$ cat config.mk
export PLATFORM = sky130hd
export DESIGN_NAME = load_store_unit_flat
export DESIGN_NICKNAME = d
export VERILOG_FILES = /design/src/rtl/lsu_pkg.sv /design/src/rtl/load_store_unit_if.sv /design/src/rtl/lsu_align.sv /design/src/rtl/load_store_unit.sv /design/src/flat_wrapper.sv
export SDC_FILE = /design/constraint.sdc
export NUM_CORES = 1
export LEC_CHECK = 0
export CELL_PAD_IN_SITES_DETAIL_PLACEMENT = 0
export CELL_PAD_IN_SITES_GLOBAL_PLACEMENT = 1
export CORE_ASPECT_RATIO = 0.5
export CORE_MARGIN = 4
export CORE_UTILIZATION = 31
export CTS_BUF_LIST = sky130_fd_sc_hd__clkbuf_4
export DETAILED_ROUTE_END_ITERATION = 16
export GPL_TIMING_DRIVEN = 0
export PLACE_DENSITY = 0.75
export SKIP_LAST_GASP = 1
export SLEW_MARGIN = 20
export SYNTH_ARGS = -nofsm -noshare
export SYNTH_HDL_FRONTEND = slang
export SYNTH_SLANG_ARGS = --single-unit
$ cat constraint.sdc
create_clock -name clk -period 2.3 [get_ports clk]
set_input_delay 0.345 -clock clk [delete_from_list [all_inputs] [get_ports clk]]
set_output_delay 0.345 -clock clk [all_outputs]
set_load 0.02 [all_outputs]
$ cat src/rtl/lsu_pkg.sv
// Shared definitions for the load/store unit: RV32I width codes, FSM states
// and the funct3 legality check.
package lsu_pkg;

  localparam logic [2:0] F3_B  = 3'b000;
  localparam logic [2:0] F3_H  = 3'b001;
  localparam logic [2:0] F3_W  = 3'b010;
  localparam logic [2:0] F3_BU = 3'b100;
  localparam logic [2:0] F3_HU = 3'b101;

  typedef enum logic [2:0] {
    IDLE   = 3'd0,
    LOAD   = 3'd1,
    RMW_RD = 3'd2,
    WRITE  = 3'd3,
    RESP   = 3'd4
  } lsu_state_e;

  // Unsigned loads have no store counterpart.
  function automatic logic f3_legal(input logic [2:0] f3, input logic we);
    logic ok;
    case (f3)
      F3_B, F3_H, F3_W: ok = 1'b1;
      F3_BU, F3_HU:     ok = !we;
      default:          ok = 1'b0;
    endcase
    return ok;
  endfunction

endpackage

$ cat src/rtl/load_store_unit_if.sv
// CPU request/response channel plus data-memory port of the load/store unit.
interface load_store_unit_if;
  logic        req_valid;
  logic        req_ready;
  logic        req_we;
  logic [2:0]  req_funct3;
  logic [31:0] req_addr;
  logic [31:0] req_wdata;
  logic        resp_valid;
  logic        resp_ready;
  logic [31:0] resp_rdata;
  logic        resp_err;
  logic [31:0] mem_A;
  logic [31:0] mem_WD;
  logic        mem_WE;
  logic [31:0] mem_RD;

  modport master (
    output req_valid, req_we, req_funct3, req_addr, req_wdata, resp_ready, mem_RD,
    input  req_ready, resp_valid, resp_rdata, resp_err, mem_A, mem_WD, mem_WE
  );

  modport slave (
    input  req_valid, req_we, req_funct3, req_addr, req_wdata, resp_ready, mem_RD,
    output req_ready, resp_valid, resp_rdata, resp_err, mem_A, mem_WD, mem_WE
  );
endinterface

$ cat src/rtl/lsu_align.sv
// Lane logic: extracts and extends load data, merges sub-word store data
// into the word read back from memory.
module lsu_align
  import lsu_pkg::*;
(
  input  logic [2:0]  funct3,
  input  logic [1:0]  byte_off,
  input  logic [31:0] rd_word,
  input  logic [31:0] merge_word,
  input  logic [31:0] wdata,
  output logic [31:0] load_data,
  output logic [31:0] store_word
);

  logic [7:0]  byte_s;
  logic [15:0] half_s;

  // Load lane select and sign/zero extension.
  always_comb begin
    byte_s    = rd_word[{byte_off, 3'b000} +: 8];
    half_s    = byte_off[1] ? rd_word[31:16] : rd_word[15:0];
    load_data = 32'h0000_0000;
    case (funct3)
      F3_B:    load_data = {{24{byte_s[7]}}, byte_s};
      F3_BU:   load_data = {24'h00_0000, byte_s};
      F3_H:    load_data = {{16{half_s[15]}}, half_s};
      F3_HU:   load_data = {16'h0000, half_s};
      F3_W:    load_data = rd_word;
      default: load_data = 32'h0000_0000;
    endcase
  end

  // Store merge: only the addressed lanes take the new data.
  always_comb begin
    store_word = merge_word;
    case (funct3)
      F3_B: store_word[{byte_off, 3'b000} +: 8] = wdata[7:0];
      F3_H: begin
        if (byte_off[1]) begin
          store_word[31:16] = wdata[15:0];
        end else begin
          store_word[15:0] = wdata[15:0];
        end
      end
      F3_W:    store_word = wdata;
      default: store_word = merge_word;
    endcase
  end

endmodule

$ cat src/rtl/load_store_unit.sv
// RV32I load/store unit: one request at a time, sub-word stores done as
// read-modify-write against a single-port word memory.
module load_store_unit
  import lsu_pkg::*;
#(
  parameter int MEM_WORDS = 101
) (
  input logic               clk,
  input logic               rst,
  load_store_unit_if.slave  bus
);

  lsu_state_e  state_r, state_next_s;
  logic [31:0] addr_r, wdata_r, merge_r, rdata_r;
  logic [2:0]  funct3_r;
  logic        err_r;
  logic        accept_s, err_s, misalign_s, range_s;
  logic [31:0] word_idx_s, load_data_s, store_word_s;

  assign accept_s   = bus.req_valid && (state_r == IDLE);
  assign word_idx_s = {2'b00, bus.req_addr[31:2]};
  assign range_s    = (word_idx_s >= 32'(MEM_WORDS));
  assign misalign_s = (((bus.req_funct3 == F3_H) || (bus.req_funct3 == F3_HU)) && bus.req_addr[0])
                    || ((bus.req_funct3 == F3_W) && (bus.req_addr[1:0] != 2'b00));
  assign err_s      = !f3_legal(bus.req_funct3, bus.req_we) || misalign_s || range_s;

  lsu_align u_align (
    .funct3     (funct3_r),
    .byte_off   (addr_r[1:0]),
    .rd_word    (bus.mem_RD),
    .merge_word (merge_r),
    .wdata      (wdata_r),
    .load_data  (load_data_s),
    .store_word (store_word_s)
  );

  // Next-state decode.
  always_comb begin
    state_next_s = state_r;
    case (state_r)
      IDLE: begin
        if (!accept_s) begin
          state_next_s = IDLE;
        end else if (err_s) begin
          state_next_s = RESP;
        end else if (!bus.req_we) begin
          state_next_s = LOAD;
        end else if (bus.req_funct3 == F3_W) begin
          state_next_s = WRITE;
        end else begin
          state_next_s = RMW_RD;
        end
      end
      LOAD:    state_next_s = RESP;
      RMW_RD:  state_next_s = WRITE;
      WRITE:   state_next_s = RESP;
      RESP: begin
        if (bus.resp_ready) begin
          state_next_s = IDLE;
        end else begin
          state_next_s = RESP;
        end
      end
      default: state_next_s = IDLE;
    endcase
  end

  // State register.
  always_ff @(posedge clk) begin
    if (rst) begin
      state_r <= IDLE;
    end else begin
      state_r <= state_next_s;
    end
  end

  // Request latch, merge buffer and response registers.
  always_ff @(posedge clk) begin
    if (rst) begin
      addr_r   <= 32'h0000_0000;
      wdata_r  <= 32'h0000_0000;
      funct3_r <= 3'b000;
      merge_r  <= 32'h0000_0000;
      rdata_r  <= 32'h0000_0000;
      err_r    <= 1'b0;
    end else begin
      case (state_r)
        IDLE: begin
          if (accept_s) begin
            addr_r   <= bus.req_addr;
            wdata_r  <= bus.req_wdata;
            funct3_r <= bus.req_funct3;
            err_r    <= err_s;
            rdata_r  <= 32'h0000_0000;
          end
        end
        LOAD:    rdata_r <= load_data_s;
        RMW_RD:  merge_r <= bus.mem_RD;
        default: ;
      endcase
    end
  end

  assign bus.req_ready  = (state_r == IDLE);
  assign bus.resp_valid = (state_r == RESP);
  assign bus.resp_rdata = rdata_r;
  assign bus.resp_err   = err_r;
  assign bus.mem_A      = {addr_r[31:2], 2'b00};
  assign bus.mem_WD     = store_word_s;
  // Reset kills a write already sitting in WRITE on the same edge.
  assign bus.mem_WE     = (state_r == WRITE) && !rst;

endmodule

$ cat src/flat_wrapper.sv
// flat-port wrapper written by rule: the top's interface ports become plain ports
module load_store_unit_flat import lsu_pkg::*;
#(
  parameter int MEM_WORDS = 101
)
  (clk, rst, bus_req_valid, bus_req_we, bus_req_funct3, bus_req_addr, bus_req_wdata, bus_resp_ready, bus_mem_RD, bus_req_ready, bus_resp_valid, bus_resp_rdata, bus_resp_err, bus_mem_A, bus_mem_WD, bus_mem_WE);
  load_store_unit_if bus_i ();
  input logic clk;
  input logic rst;
  input wire logic [$bits(bus_i.req_valid)-1:0] bus_req_valid;
  input wire logic [$bits(bus_i.req_we)-1:0] bus_req_we;
  input wire logic [$bits(bus_i.req_funct3)-1:0] bus_req_funct3;
  input wire logic [$bits(bus_i.req_addr)-1:0] bus_req_addr;
  input wire logic [$bits(bus_i.req_wdata)-1:0] bus_req_wdata;
  input wire logic [$bits(bus_i.resp_ready)-1:0] bus_resp_ready;
  input wire logic [$bits(bus_i.mem_RD)-1:0] bus_mem_RD;
  output wire logic [$bits(bus_i.req_ready)-1:0] bus_req_ready;
  output wire logic [$bits(bus_i.resp_valid)-1:0] bus_resp_valid;
  output wire logic [$bits(bus_i.resp_rdata)-1:0] bus_resp_rdata;
  output wire logic [$bits(bus_i.resp_err)-1:0] bus_resp_err;
  output wire logic [$bits(bus_i.mem_A)-1:0] bus_mem_A;
  output wire logic [$bits(bus_i.mem_WD)-1:0] bus_mem_WD;
  output wire logic [$bits(bus_i.mem_WE)-1:0] bus_mem_WE;
  assign bus_i.req_valid = bus_req_valid;
  assign bus_i.req_we = bus_req_we;
  assign bus_i.req_funct3 = bus_req_funct3;
  assign bus_i.req_addr = bus_req_addr;
  assign bus_i.req_wdata = bus_req_wdata;
  assign bus_i.resp_ready = bus_resp_ready;
  assign bus_i.mem_RD = bus_mem_RD;
  assign bus_req_ready = bus_i.req_ready;
  assign bus_resp_valid = bus_i.resp_valid;
  assign bus_resp_rdata = bus_i.resp_rdata;
  assign bus_resp_err = bus_i.resp_err;
  assign bus_mem_A = bus_i.mem_A;
  assign bus_mem_WD = bus_i.mem_WD;
  assign bus_mem_WE = bus_i.mem_WE;
  load_store_unit #(.MEM_WORDS(MEM_WORDS)) u_core (.clk(clk), .rst(rst), .bus(bus_i));
endmodule
==> flow_summary.json <==
{
  "fmax_mhz": 356,
  "status": "finished with violations",
  "final_cell_count_no_fill": 1344,
  "drc_errors": 0,
  "yosysTopAreaCell": "dfxtp_1",
  "core_area_sq_um": 19700,
  "io_buffers": 200,
  "met3_usage": 0.0555,
  "slowest_delay_ns": 0.38,
  "grt_max_degree": 17,
  "firstDrtPassIters": 7,
  "htreeDepth": 4,
  "endpoint_kind": "primary output",
  "synthArstFlopShare": 0,
  "dp_cells": 1283,
  "power_mw": 5.14,
  "finClkSkew_ns": 0.0158,
  "crit_buf_inv": 4,
  "root_buffer": "clkbuf_4",
  "drt-initial-drc-count": 497,
  "finalSetupViolations": 32,
  "wl_per_cell_um": 18.4,
  "grt.overflow.total": 0,
  "synth_mux_area_frac": 0.0209,
  "totalWireLength_um": 24700,
  "clk_latency_ns": 0.56,
  "die_x_um": 209,
  "drv_cap": 0,
  "placed_area_sq_um": 8680,
  "cts_tree": "done",
  "ys_seq_elements": 135,
  "synth_xor_area_frac": 0,
  "synth_top_area_frac": 0.430,
  "avgSynthCellArea_sq_um": 7.70,
  "worstPathCellList": "buf_8, clkinvlp_4, ha_4, nand2_4, nor4_4, buf_6, a21oi_2, o21ai_1, buf_4",
  "worst_ir_drop_vdd_v": 0.000276,
  "p_leak_nw": 3.55,
  "hpwl_um": 19100,
  "synth_top_family_by_area": "compound AO/OA/AOI/OAI gates",
  "grt_pass1_wl_um": 37100,
  "place_congestion": 0.885,
  "yosysSeqAreaShare": 0.430,
  "cts_max_path_buffers": 2,
  "whs_ns": 0.316,
  "dieArea_sq_um": 22700,
  "num-nets-final": 1173,
  "drt.antenna.violating_nets": 0,
  "synth_area_leaders": "dfxtp_1 (43%), nand2_1 (14%), a21oi_1 (12%), buf_4 (3.8%), a22o_1 (3.3%)",
  "ios": 204,
  "worst_pin_slew_ns": 0.808,
  "synth_compound_area_frac": 0.245,
  "syn_inst": 816,
  "final-hold-violation-count": 0,
  "clk_pin_slew_ns": 0.14,
  "syn_area_sq_um": 6280,
  "cts-buffers-inserted": 17,
  "synth-simple-area-share": 0.211,
  "criticalPathCategory": "flop to primary output",
  "ys_types": 49,
  "fin_crit_sh": 1.22,
  "powerDensity_nw_per_um2": 549,
  "via_per_inst": 5.06,
  "fin_ws_ns": -0.512,
  "track_usage": 0.211,
  "fp.dieH_um": 109,
  "min-delay-start": "bus_req_wdata[9]",
  "violations": "negative setup slack",
  "met2_usage": 0.345,
  "fin_area_sq_um": 9360,
  "drive_above_1_share": 0.180,
  "met1_usage": 0.286,
  "pre_cts_slack_ns": -0.939,
  "cp.required_ns": 1.96,
  "first_global_vias": 6632,
  "crit_fanout": 8,
  "start_util": 0.319,
  "vias": 6801,
  "cp-startpoint": "u_core.addr_r[1]",
  "min_path_type": "primary input to flop",
  "cts.sink_count": 135,
  "cp.arrival_ns": 2.47,
  "synthAdderAreaFrac": 0.00996,
  "r2r_start": "u_core.addr_r[0]",
  "area_delta_synth_final_pct": 48.9,
  "cp_slowest_cell": "dfxtp_4",
  "hold_buffers": 0,
  "yosysWarningCount": 0,
  "slew_headroom": 0.457,
  "top_usage_layer": "met2",
  "final_max_slew_viol_count": 0,
  "rows": 36,
  "rsz0062_at_grt": "true",
  "synth_edf_count": 0,
  "path_delay_family": "buffers and inverters",
  "min_period_ns": 2.81,
  "antenna_found_initial": 1,
  "synth_ff_type": "dfxtp_1",
  "cp-start-kind": "flop"
}
-- registers in the layout, indices dropped and copies added, names as in the netlist --
name	count
u_core.addr_r	32
u_core.bus.resp_rdata	32
u_core.merge_r	32
u_core.wdata_r	32
u_core.funct3_r	3
u_core.state_r	3
u_core.bus.resp_err	1
-- per-stage QoR --
stage	TNS (ns)	util
final	-14.73	0.475
after detailed placement	-27.39	0.441
after floorplan	0	-
after CTS	-14.59	0.470
after global routing	-18.73	0.475
after global placement	-26.23	0.441
-- tightest hold or removal path, cell delays in order --
cell and delay [ns]:
clkdlybuf4s50_1 0.40, nand2_1 0.05, a21oi_1 0.05
-- path summary, 6_finish.rpt --
check	end	slack, ns	depth (start not counted)
setup / recovery	bus_mem_WD[19]	-0.51	9
hold / removal	u_core.wdata_r[9]	0.32	3
setup reg to reg	u_core.bus.resp_rdata[6]	0.21	7
hold reg to reg	u_core.bus.resp_rdata[28]	0.45	2
-- cells in the mapped netlist (3+ instances only) --
cell / instances
o21ai_0: 29
nor3_1: 4
mux2_2: 9
a22o_1: 24
a21oi_1: 148
buf_4: 32
inv_1: 12
mux2i_1: 3
buf_2: 7
nor2b_1: 20
ha_1: 5
a221oi_1: 9
a2bb2oi_1: 3
a222oi_1: 15
dfxtp_1: 135
nor2_1: 14
a21o_1: 4
nor4_1: 5
buf_1: 4
clkbuf_1: 42
o21ai_1: 21
nand2_1: 237
-- metal layers --
metal / vias up / part of all wire
met5: - / 0
met4: 0 / 0.011
met2: 197 / 0.46
li1: 3299 / -
met3: 23 / 0.067
met1: 3282 / 0.46
-- cells by family (layout without fill, tap and decap cells) --
family,count (synthesis),in the layout
buffers and inverters,99,359
and+or+nand+nor,304,304
muxes,12,12
adders and majority gates,5,5
other,1,3
DFF,135,135
AOI/OAI and AO/OA,260,260
-- repair_timing --
| action | 4_1_cts | 5_1_grt |
|---|---|---|
| pin swaps | 19 | 17 |
| setup endpoints to repair | 34 | 34 |
| resized for setup | 218 | 21 |
| setup buffers | 26 | 6 |
-- cells in the final DEF (no fill, tap or decap), types with 2 or more instances in the layout --
master,Yosys,final
a21o_1,4,3
a21oi_1,148,141
a21oi_2,0,7
a221oi_1,9,9
a222oi_1,15,15
a22o_1,24,24
a2bb2oi_1,3,3
and2_1,2,2
and3b_1,2,2
buf_1,4,3
buf_2,7,9
buf_4,32,72
buf_6,2,21
clkbuf_1,42,35
clkbuf_2,0,3
clkbuf_4,0,19
clkdlybuf4s50_1,0,165
clkinvlp_4,0,9
conb_1,1,2
dfxtp_1,135,132
dfxtp_4,0,2
dlygate4sd2_1,0,2
ha_4,0,4
inv_1,12,9
inv_6,0,4
mux2_2,9,9
mux2i_1,3,2
nand2_1,237,235
nand2b_1,2,2
nand4_1,2,2
nor2_1,14,14
nor2b_1,20,20
nor3_1,4,4
nor4_1,5,5
nor4_4,1,3
o21ai_0,29,26
o21ai_1,21,11
o21ai_2,0,12
or3_4,0,2
-- where the power goes --
| part | total, mW | switching [mW] | internal, mW | leakage [nW] |
|---|---|---|---|---|
| clock network | 1.54 | 0.990 | 0.552 | 0.122 |
| registers | 2.48 | 0.0743 | 2.41 | 1.10 |
| logic | 1.11 | 0.579 | 0.534 | 2.33 |
| total | 5.14 | 1.64 | 3.50 | 3.55 |
-- cell type report --
type                       instances  area [sq um]
multi-input combinational        583          3270
timing repair buffer             231          2210
tap                              266           333
clock inverter                    14           126
clock buffer                      18           135
sequential                       135          2710
antenna                            1          2.50
buffer                            84           512
inverter                          12          55.1
fill                            1980         10300
(Power assumes the default switching activity.)
==> RTL change 1 (config.mk and constraints unchanged) <==
Re-encode `lsu_state_e` (5 states) as one-hot, 5 bits wide.
--- a/src/rtl/lsu_pkg.sv
+++ b/src/rtl/lsu_pkg.sv
@@ -8,12 +8,12 @@
   localparam logic [2:0] F3_BU = 3'b100;
   localparam logic [2:0] F3_HU = 3'b101;
 
-  typedef enum logic [2:0] {
-    IDLE   = 3'd0,
-    LOAD   = 3'd1,
-    RMW_RD = 3'd2,
-    WRITE  = 3'd3,
-    RESP   = 3'd4
+  typedef enum logic [4:0] {
+    IDLE   = 5'b00001,
+    LOAD   = 5'b00010,
+    RMW_RD = 5'b00100,
+    WRITE  = 5'b01000,
+    RESP   = 5'b10000
   } lsu_state_e;
 
   // Unsigned loads have no store counterpart.
Behaviour: no difference found for any inputs over 4 cycles, from zero or initial values and one cycle with rst high; so few cycles prove little.
==> RTL change 1 against the unedited design <==
The flow still finishes with violations (negative setup slack); routed wire length grew 3.2%; setup slack gained 0.043 ns; total power grew 15%; global-route usage shrank 0.083 points; cell area grew 5.6%; sequential cell count grew 2; synthesized area grew 3.1%; utilization grew 0.53 points; largest power group unchanged; highest routed layer unchanged.
==> RTL change 1: results <==
{
  "drt-initial-drc-count": 726,
  "grt_max_degree": 17,
  "drv_slew": 0,
  "ff2ff_path_depth": 8,
  "fin_cells": 1341,
  "async_flop_share_pct": 0,
  "cp_max_fo": 8,
  "slowest_delay_ns": 0.38,
  "cp_top_family": "buffers and inverters",
  "hpwl_mm": 19.7,
  "cts.clk_slew.worst_paths_ns": 0.14,
  "top_layer": "met4",
  "track_usage_pct": 21.1,
  "setup_violations": 32,
  "synth_cell_types": 57,
  "synthFlopType": "dfxtp_1",
  "grt_pass1_vias": 6818,
  "met1Wirelength_mm": 11.5,
  "finalWorstSetupSlack_ns": -0.469,
  "muxShareOfSynthArea_pct": 2.07,
  "synth_common_cells": "nand2_1, dfxtp_1, a21oi_1",
  "nets": 1163,
  "power.leakage_nw": 3.93,
  "cts-htree-levels": 4,
  "cp.arrival_ns": 2.42,
  "violations": "negative setup slack",
  "place.gp.congestion": 0.905,
  "cts_root_buf": "clkbuf_4",
  "drv_cap": 0,
  "cts_inserted_buffers": 17,
  "wl_per_cell_um": 19.0,
  "dp_slack_ns": -0.952,
  "grt_pass1_wl_mm": 37.8,
  "whs_path_depth": 3,
  "postSynthAreaPerCell_sq_um": 8.10,
  "cp_slowest_cell": "dfxtp_4",
  "ir_drop_v": 0.000301,
  "slew_headroom_pct": 41.5,
  "synth_seq_area_share_pct": 42.3,
  "dr.pass1.iters": 10,
  "synthTopCellsByArea": "dfxtp_1, nand2_1, a21oi_1, a222oi_1, buf_4",
  "fill_cells": 2028,
  "synthAdderAreaFrac_pct": 0.965,
  "antenna_found_initial": 1,
  "clk_latency_ns": 0.55,
  "status": "finished, violations left",
  "hp-class": "input pin to flip-flop",
  "cts_buffer_depth": 2,
  "dpl-instance-area_sq_um": 8880,
  "drt-vias-per-instance": 5.16,
  "synth_compound_area_share_pct": 24.1,
  "drive_gt1_share_pct": 21.7,
  "fin_worst_skew_ns": 0.0175,
  "port_buffers": 201,
  "dr_wl_met2_mm": 11.8,
  "wl_met3_mm": 1.83,
  "synth_xor_area_share_pct": 0.270,
  "yosys_warnings": 0
}
==> RTL change 1: cell type report <==
cell class / instances / area, sq um / share of cell area, %
Tap cell: 273 / 342 / 3.46
Buffer: 93 / 621 / 6.28
Antenna cell: 1 / 2.50 / 0.0253
Sequential cell: 137 / 2750 / 27.8
Timing Repair Buffer: 234 / 2310 / 23.4
Clock buffer: 17 / 128 / 1.29
Multi-Input combinational cell: 555 / 3470 / 35.1
Clock inverter: 15 / 191 / 1.94
Inverter: 16 / 67.6 / 0.684
==> RTL change 1: final timing paths <==
path                             startpoint                               endpoint  slack (ns)
min reg2reg  u_core.addr_r[29]$_SDFFE_PP0P_         u_core.addr_r[29]$_SDFFE_PP0P_        0.47
max           u_core.addr_r[1]$_SDFFE_PP0P_                         bus_mem_WD[21]       -0.47
max reg2reg   u_core.addr_r[1]$_SDFFE_PP0P_  u_core.bus.resp_rdata[4]$_SDFFE_PP0P_        0.10
min                       bus_req_wdata[13]        u_core.wdata_r[13]$_SDFFE_PP0P_        0.33
==> RTL change 1: worst min-delay path, delay by kind of cell <==
family	cells	cell delay, ns
AND/OR/NAND/NOR	1	0.06
buffers and inverters	1	0.40
AO/OA/AOI/OAI	1	0.05
==> RTL change 1: per-stage QoR <==
stage               hold slack, ns  util, %  TNS (ns)
floorplan                    0.424        -         0
global placement             0.443     43.2    -34.12
detailed placement           0.450     43.2    -35.47
CTS                          0.291     47.0    -13.71
global route                 0.299     48.1    -16.29
finish                       0.326     48.1    -12.81
==> RTL change 1: metal layers <==
layer / global-route usage (%) / vias up
li1: - / 3324
met1: 28.9 / 3342
met2: 34.0 / 232
met3: 4.64 / 26
met4: 5.28 / 0
met5: 0 / -
==> RTL change 1: kinds of logic (layout without fill, tap and decap cells) <==
family                     Yosys count  after routing
muxes                               10             10
other                                1              3
AOI/OAI and AO/OA                  234            234
xor gates and xnor gates             2              2
DFF                                137            137
buffers and inverters              109            375
and+or+nand+nor                    302            302
adders and majority gates            5              5
==> RTL change 1: where the power goes <==
group          internal [mW]  switching (mW)  leakage [nW]  total [mW]
logic                  0.754           0.816          2.66        1.57
clock network          0.777            1.02         0.154        1.80
registers               2.48          0.0905          1.12        2.57
==> RTL change 1: what timing repair did <==
item	in CTS	in global routing
buffers inserted	24	9
endpoints found under the setup margin	35	72
gates resized for setup	241	41
pin swaps	31	12
==> RTL change 2 (same flow settings) <==
Without the edit above. `MEM_WORDS` is set to 101 in 2 places; all go to 64.
--- a/src/rtl/load_store_unit.sv
+++ b/src/rtl/load_store_unit.sv
@@ -3,7 +3,7 @@
 module load_store_unit
   import lsu_pkg::*;
 #(
-  parameter int MEM_WORDS = 101
+  parameter int MEM_WORDS = 64
 ) (
   input logic               clk,
   input logic               rst,
--- a/src/flat_wrapper.sv
+++ b/src/flat_wrapper.sv
@@ -1,7 +1,7 @@
 // flat-port wrapper written by rule: the top's interface ports become plain ports
 module load_store_unit_flat import lsu_pkg::*;
 #(
-  parameter int MEM_WORDS = 101
+  parameter int MEM_WORDS = 64
 )
   (clk, rst, bus_req_valid, bus_req_we, bus_req_funct3, bus_req_addr, bus_req_wdata, bus_resp_ready, bus_mem_RD, bus_req_ready, bus_resp_valid, bus_resp_rdata, bus_resp_err, bus_mem_A, bus_mem_WD, bus_mem_WE);
   load_store_unit_if bus_i ();
Check against the original RTL: not equivalent (a bounded check fails within 4 cycles, from zero or initial values and one cycle with rst high).
==> RTL change 2 against the unedited design <==
The run still ends with negative setup slack left; synthesized cell count shrank 3.9%; cell area is 1.8% lower; sequential cell count did not move; global-route usage hardly changed; synthesized area shrank 1.4%; via count decreased by 1.7%; setup slack worse by 0.023 ns; die area is 1.3% lower; routed wire length decreased by 0.98%; total power increased by 3.6%; cell count down 2.8%; largest power group unchanged.
==> RTL change 2: results <==
{
  "drt-vias-per-instance": 5.11,
  "ff2ff_setup_slack_ns": 0.16,
  "hpwl_mm": 18.9,
  "place.gp.congestion": 0.876,
  "power.leakage_nw": 3.51,
  "port_buffers": 201,
  "use_met3_pct": 5.68,
  "dpl-instance-area_sq_um": 8550,
  "hold_start": "bus_req_wdata[23]",
  "synth_seq_area_share_pct": 43.6,
  "synth_cell_types": 48,
  "grt_util_met2_pct": 32.6,
  "synth_common_cells": "nand2_1, dfxtp_1, a21oi_1",
  "syn_inst": 784,
  "fill_cells": 1992,
  "dr.pass1.iters": 9,
  "final_area_sq_um": 9190,
  "violations": "negative setup slack",
  "cp-endpoint": "bus_mem_WD[23]",
  "hold_end": "u_core.wdata_r[23]$_SDFFE_PP0P_",
  "rr_endpoint": "u_core.bus.resp_rdata[25]$_SDFFE_PP0P_",
  "setup_violations": 32,
  "track_usage_pct": 21.2,
  "ir_drop_v": 0.000304,
  "dp_slack_ns": -0.993,
  "finalWorstSetupSlack_ns": -0.535,
  "ff2ff_path_depth": 8,
  "fin_cells": 1307,
  "cp_max_fo": 6,
  "status": "finished, violations left",
  "drive_gt1_share_pct": 16.6,
  "fin_worst_skew_ns": 0.0188,
  "cp_slowest_cell": "dfxtp_2",
  "drt-initial-drc-count": 543
}
-- RTL change 2: changes by cell type after synthesis, moves of 3 or more --
cell      delta
a21oi_1     -24
o21ai_1     -20
a221o_1     +16
a22o_1      -16
a222oi_1    +10
mux2_2       -9
a221oi_1     +5
o21ai_0      +5
and2_1       +3
buf_6        +3
-- RTL change 2: through the flow --
| step | TNS [ns] | hold WS, ns |
|---|---|---|
| global placement | -25.65 | 0.442 |
| global route | -19.90 | 0.282 |
| detailed placement | -26.83 | 0.444 |
| CTS | -15.78 | 0.288 |
| finish | -15.03 | 0.324 |
| floorplan | -0.0889 | 0.436 |
-- RTL change 2: what timing repair did --
action | CTS | global route
setup buffers | 20 | 8
gates cloned | 0 | 1
endpoints found under the setup margin | 35 | 43
gates resized for setup | 197 | 24
pin swaps | 23 | 16
-- RTL change 2: where the power goes --
group / internal [mW] / leakage, nW / switching [mW]
clock: 0.867 / 0.172 / 0.947
combinational: 0.500 / 2.24 / 0.522
sequential: 2.41 / 1.10 / 0.0776
total: 3.78 / 3.51 / 1.55
-- RTL change 2: logic make-up (layout without fill, tap and decap cells) --
group                      Yosys count  in the layout  share of synthesized area, %
and+or+nand+nor                    304            304                          21.3
other                                1              3                        0.0605
DFF                                135            135                          43.6
muxes                                4              4                          1.05
buffers and inverters              102            357                          8.89
adders and majority gates            5              5                          1.01
AOI/OAI and AO/OA                  233            233                          24.1
-- RTL change 2: area by class of cell --
class,instances,area share (%)
clock buffers,17,1.39
plain buffers,83,5.46
clock inverters,14,2.17
well taps,266,3.62
flip-flops and latches,135,29.5
diodes,1,0.0272
repair buffers,230,23.6
inverters,13,0.613
multi-input cells,548,33.6
-- RTL change 2: routing by layer --
metal	part of all wire (%)	routed length (um)
met3	9.5	2310
met5	0.049	12
met2	43	10600
met4	1.8	435
met1	45	11100
